File: config.mk
export PLATFORM = sky130hd
export DESIGN_NAME = class_result_decoder
export DESIGN_NICKNAME = d
export VERILOG_FILES = /design/src/rtl/class_result_decoder_pkg.sv /design/src/rtl/class_result_fifo.sv /design/src/rtl/class_result_decoder.sv
export SDC_FILE = /design/constraint.sdc
export NUM_CORES = 1
export LEC_CHECK = 0
export ABC_AREA = 1
export BUFFER_PORTS_ARGS = -buffer_cell sky130_fd_sc_hd__buf_2
export CELL_PAD_IN_SITES_DETAIL_PLACEMENT = 2
export CELL_PAD_IN_SITES_GLOBAL_PLACEMENT = 2
export CORE_AREA = 2 2 90 92
export DETAILED_ROUTE_END_ITERATION = 6
export DIE_AREA = 0 0 92 94
export PLACE_DENSITY_LB_ADDON = 0.1
export SYNTH_ARGS = -nofsm -noshare
export SYNTH_HDL_FRONTEND = slang
export SYNTH_HIERARCHICAL = 1
export SYNTH_SLANG_ARGS = --single-unit
File: constraint.sdc
create_clock -name clk -period 3.05 [get_ports clk]
set_input_delay 0.4575 -clock clk [delete_from_list [all_inputs] [get_ports clk]]
set_output_delay 0.4575 -clock clk [all_outputs]
set_load 0.005 [all_outputs]
File: src/rtl/class_result_decoder_pkg.sv
// Shared class-tree definitions and defaults for the class result decoder.
`ifndef CLASS_DEFS_V
`define CLASS_DEFS_V
`define NUM_CLASSES 12
`define CLS_W 4
`define TREE_STAGES 4
`endif

package class_result_decoder_pkg;
    localparam int CLS_W          = `CLS_W;
    localparam int DEF_FIFO_DEPTH = 2;
    localparam int DEF_CNT_W      = 16;
endpackage

File: src/rtl/class_result_fifo.sv
// Small result buffer; also exposes the head as it will be after this edge's pop.
module class_result_fifo #(
    parameter int DEPTH = 2,
    parameter int WIDTH = 16
) (
    input  logic                   clk,
    input  logic                   rst,
    input  logic                   clr,
    input  logic                   push,
    input  logic                   pop,
    input  logic [WIDTH-1:0]       wdata,
    output logic                   full,
    output logic                   empty,
    output logic [$clog2(DEPTH):0] count,
    output logic                   accept,
    output logic                   drop,
    output logic                   nxt_valid,
    output logic [WIDTH-1:0]       nxt_data
);
    localparam int AW = $clog2(DEPTH);
    localparam int CW = AW + 1;

    logic [WIDTH-1:0] mem [DEPTH];
    logic [AW-1:0]    wr_ptr;
    logic [AW-1:0]    rd_ptr;
    logic [AW-1:0]    rd_inc;
    logic             do_pop;

    assign full      = (count == CW'(DEPTH));
    assign empty     = (count == '0);
    assign do_pop    = pop & ~empty;
    assign accept    = push & (~full | do_pop);
    assign drop      = push & full & ~do_pop;
    assign rd_inc    = rd_ptr + 1'b1;
    assign nxt_valid = do_pop ? (count > CW'(1)) : ~empty;
    assign nxt_data  = do_pop ? mem[rd_inc] : mem[rd_ptr];

    always_ff @(posedge clk) begin
        if (accept && !clr) mem[wr_ptr] <= wdata;
    end

    always_ff @(posedge clk or posedge rst) begin
        if (rst) begin
            wr_ptr <= '0;
            rd_ptr <= '0;
            count  <= '0;
        end else if (clr) begin
            wr_ptr <= '0;
            rd_ptr <= '0;
            count  <= '0;
        end else begin
            if (accept) wr_ptr <= wr_ptr + 1'b1;
            if (do_pop) rd_ptr <= rd_inc;
            count <= count + CW'(accept) - CW'(do_pop);
        end
    end
endmodule

File: src/rtl/class_result_decoder.sv
// Tags tree slots, captures the winning class, decodes and buffers it.
// Optional per-class histogram enabled by defining CLASS_HIST_EN.
module class_result_decoder
    import class_result_decoder_pkg::*;
#(
    parameter int NUM_CLASSES = `NUM_CLASSES,
    parameter int TREE_STAGES = `TREE_STAGES,
    parameter int FIFO_DEPTH  = DEF_FIFO_DEPTH,
    parameter int CNT_W       = DEF_CNT_W
) (
    input  logic                   clk,
    input  logic                   rst,
    input  logic                   load,
    input  logic                   in_valid,
    input  logic                   clr,
    input  logic [CLS_W-1:0]       q_num,
    output logic                   out_valid,
    input  logic                   out_ready,
    output logic [CLS_W-1:0]       out_num,
    output logic [NUM_CLASSES-1:0] out_onehot,
    output logic                   err,
    output logic                   ovf,
    input  logic [CLS_W-1:0]       hist_sel,
    output logic [CNT_W-1:0]       hist_cnt
);
    localparam int W = CLS_W + NUM_CLASSES;

    logic [TREE_STAGES-1:0]       tag;
    logic                         cap_pend;
    logic [NUM_CLASSES-1:0]       q_onehot;
    logic                         q_legal;
    logic                         pop;
    logic                         fifo_full;
    logic                         fifo_empty;
    logic [$clog2(FIFO_DEPTH):0]  fifo_count;
    logic                         fifo_accept;
    logic                         fifo_drop;
    logic                         nxt_valid;
    logic [W-1:0]                 nxt_data;
    logic                         unused_fifo;

    // cap_pend marks the cycle in which the tree output belongs to a tagged sample
    always_ff @(posedge clk or posedge rst) begin
        if (rst) begin
            tag      <= '0;
            cap_pend <= 1'b0;
        end else if (clr) begin
            tag      <= '0;
            cap_pend <= 1'b0;
        end else begin
            cap_pend <= load & tag[TREE_STAGES-2];
            if (load) tag <= {tag[TREE_STAGES-2:0], in_valid};
        end
    end

    always_comb begin
        q_onehot = '0;
        for (int i = 0; i < NUM_CLASSES; i++) begin
            q_onehot[i] = (32'(q_num) == i + 1);
        end
        q_legal = |q_onehot;
    end

    assign pop = out_valid & out_ready;

    class_result_fifo #(
        .DEPTH (FIFO_DEPTH),
        .WIDTH (W)
    ) u_fifo (
        .clk       (clk),
        .rst       (rst),
        .clr       (clr),
        .push      (cap_pend),
        .pop       (pop),
        .wdata     ({q_num, q_onehot}),
        .full      (fifo_full),
        .empty     (fifo_empty),
        .count     (fifo_count),
        .accept    (fifo_accept),
        .drop      (fifo_drop),
        .nxt_valid (nxt_valid),
        .nxt_data  (nxt_data)
    );

    assign unused_fifo = ^{fifo_full, fifo_empty, fifo_count};

    always_ff @(posedge clk or posedge rst) begin
        if (rst) begin
            out_valid  <= 1'b0;
            out_num    <= '0;
            out_onehot <= '0;
            err        <= 1'b0;
            ovf        <= 1'b0;
        end else if (clr) begin
            out_valid  <= 1'b0;
            out_num    <= '0;
            out_onehot <= '0;
            err        <= 1'b0;
            ovf        <= 1'b0;
        end else begin
            out_valid <= nxt_valid;
            {out_num, out_onehot} <= nxt_valid ? nxt_data : '0;
            if (cap_pend && !q_legal) err <= 1'b1;
            if (fifo_drop) ovf <= 1'b1;
        end
    end

`ifdef CLASS_HIST_EN
    logic [CNT_W-1:0] cnt [NUM_CLASSES];

    always_ff @(posedge clk or posedge rst) begin
        if (rst) begin
            for (int i = 0; i < NUM_CLASSES; i++) cnt[i] <= '0;
            hist_cnt <= '0;
        end else if (clr) begin
            for (int i = 0; i < NUM_CLASSES; i++) cnt[i] <= '0;
            hist_cnt <= '0;
        end else begin
            for (int i = 0; i < NUM_CLASSES; i++) begin
                if (fifo_accept && q_onehot[i] && cnt[i] != '1) begin
                    cnt[i] <= cnt[i] + 1'b1;
                end
            end
            hist_cnt <= '0;
            for (int i = 0; i < NUM_CLASSES; i++) begin
                if (32'(hist_sel) == i + 1) hist_cnt <= cnt[i];
            end
        end
    end
`else
    logic unused_hist;

    assign hist_cnt    = '0;
    assign unused_hist = ^{hist_sel, fifo_accept};
`endif
endmodule

==> results.cfg <==
[place]
place_congestion = 0.729
dp.final_hpwl_mm = 3.87
io_buffers = 28

[hold_path]
hold_path_depth = 1
hp-class = in -> reg

[cells_and_area]
fin_util_pct = 38.8
drive_gt1_share_pct = 19.9
syn_to_final_growth_pct = 15.9
num-fill-cells = 856
layout_common_cells = nand2_1, nor2_1, edfxtp_1, buf_2, dfrtp_1
final_common_cell = nand2_1
nNetsFinal = 301
diodes = 0

[floorplanning]
rows = 32
initial_core_util_pct = 33.4
die_w_um = 92
die-area_mm2 = 0.00865
io_pins = 49
chipHeight_um = 94
core_mm2 = 0.00761

[global_routing]
grt_pass1_wl_mm = 9.54
grt_overflow_total = 0
grt_usage_pct = 14.9
grt_pass1_vias = 1904
grt_max_degree = 26
antenna_found_initial = 0

[sta]
finalHoldViolCount = 0
rsz0062_at_grt = false
finalMaxSlewViolations = 0
post-route-period-util_pct = 60.7
clock.fmax_mhz = 540
worst_pin_slew_ns = 0.934
min_period_ns = 1.85
finalSetupViolations = 0
final.setup.tns_ns = 0
clock_skew_ns = 0.00705
slew_headroom_pct = 37.7

[cts]
clockBufferDepth = 2
worstSkewPairLatency_ns = 0.33
cts_max_level = 3
postCtsHoldBufs = 1
cts_made_buffers = 9
cts_tree = yes
root_buffer = clkbuf_8
ctsResizeCount = 0
post-cts-setup-buffers = 0
clk_pin_slew_worst_paths_ns = 0.07
cts_sinks = 59

[power_and_ir_drop]
power_leakage_nw = 1.38
power_density_mw_per_mm2 = 576
max-vdd-ir-drop_v = 0.000258

[worst_setup_path]
cp_common_cell = inv_1
path_max_fanout = 16
rr_worst_depth = 8
crit_type = reg -> reg
end_kind = flip-flop
critical_path.slowest_cell = inv_1
crit_path_max_incr_delay_ns = 0.52
start_kind = flip-flop
path_cells = nand2_1 > inv_1 > inv_1 > nand3_1 > nand2_1 > inv_1 > nand3_1 > inv_1
arrival_ns = 1.82
cp.required_ns = 3.02

[detailed_routing]
drt_iter0_drc = 49
first_pass_iters = 4
drt_drc_violations_left = 0
vias_per_cell = 4.40
dr_total_vias = 1729
routedWlPerCell_um = 14.5
wl_mm = 5.70
antenna_left = 0

[yosys]
postSynthCellCount = 252
syn_area_mm2 = 0.00254
synth-warning-count = 6
avgSynthCellArea_um2 = 10.1

[run]
maxCapViolations = 0

[status]
outcome = finished clean
-- state kept, by name, summed over array words and instances (netlist names) --
| signal | flops |
|---|---|
| u_fifo/wr_ptr | 1 |
| out_valid | 1 |
| u_fifo/count | 2 |
| ovf | 1 |
| out_onehot | 12 |
| u_fifo/mem | 32 |
| out_num | 4 |
| cap_pend | 1 |
| u_fifo/rd_ptr | 1 |
| tag | 3 |
| err | 1 |
-- where the power goes --
group          total (mW)  switching, mW  internal [mW]  leakage, nW
clock network       0.782          0.311          0.471        0.111
registers           0.850        0.00322          0.847        0.671
logic              0.0671         0.0501         0.0170        0.600
total                1.70          0.365           1.33         1.38
-- layout make-up --
cell class	instances	area [um^2]	share of cell area [%]
clock buffers	13	180	6.11
clock inverters	3	42.5	1.44
inverters	25	93.8	3.18
multi-input cells	160	702	23.8
flip-flops and latches	59	1640	55.5
well taps	102	128	4.33
repair buffers	31	165	5.60
-- routing by layer --
layer	global-route usage, %	vias up	wire length (um)
met4	6.34	0	59
met5	0	-	0
met1	18.1	865	2590
met3	4.49	5	209
li1	-	830	-
met2	24.7	29	2830
-- metrics by stage --
| step | setup slack [ns] | power (mW) | cells | instance area, um^2 | hold WS (ns) |
|---|---|---|---|---|---|
| 6_report | 1.20 | 1.70 | 393 | 2950 | 0.357 |
| 3_3_place_gp | 1.02 | 0.931 | 376 | 2720 | 0.362 |
| 4_1_cts | 1.17 | 1.73 | 393 | 2950 | 0.341 |
| 5_1_grt | 1.02 | 1.78 | 393 | 2950 | 0.350 |
| 3_5_place_dp | 0.993 | 0.934 | 376 | 2720 | 0.367 |
| 2_1_floorplan | 0.718 | 0.922 | 267 | 2600 | 0.224 |
-- path summary, 6_finish.rpt --
| check | start | to | slack [ns] |
|---|---|---|---|
| max | out_valid$_DFF_PP0_ | u_fifo/mem[0][4]$_DFFE_PP_ | 1.20 |
| min | q_num[2] | u_fifo/mem[1][14]$_DFFE_PP_ | 0.36 |
| max reg2reg | out_valid$_DFF_PP0_ | u_fifo/mem[0][4]$_DFFE_PP_ | 1.20 |
| min reg2reg | ovf$_DFFE_PP0P_ | ovf$_DFFE_PP0P_ | 0.51 |
| max in group asynchronous | rst | out_onehot[7]$_DFF_PP0_ | 1.58 |
| min in group asynchronous | rst | u_fifo/wr_ptr$_DFFE_PP0P_ | 0.57 |
-- critical path, delay by kind of cell, from the launching register on --
kind / cells / cell delay [ns]
buffers and inverters: 4 / 0.77
and+or+nand+nor: 4 / 0.36
DFF: 1 / 0.34
(Power assumes the default switching activity.)
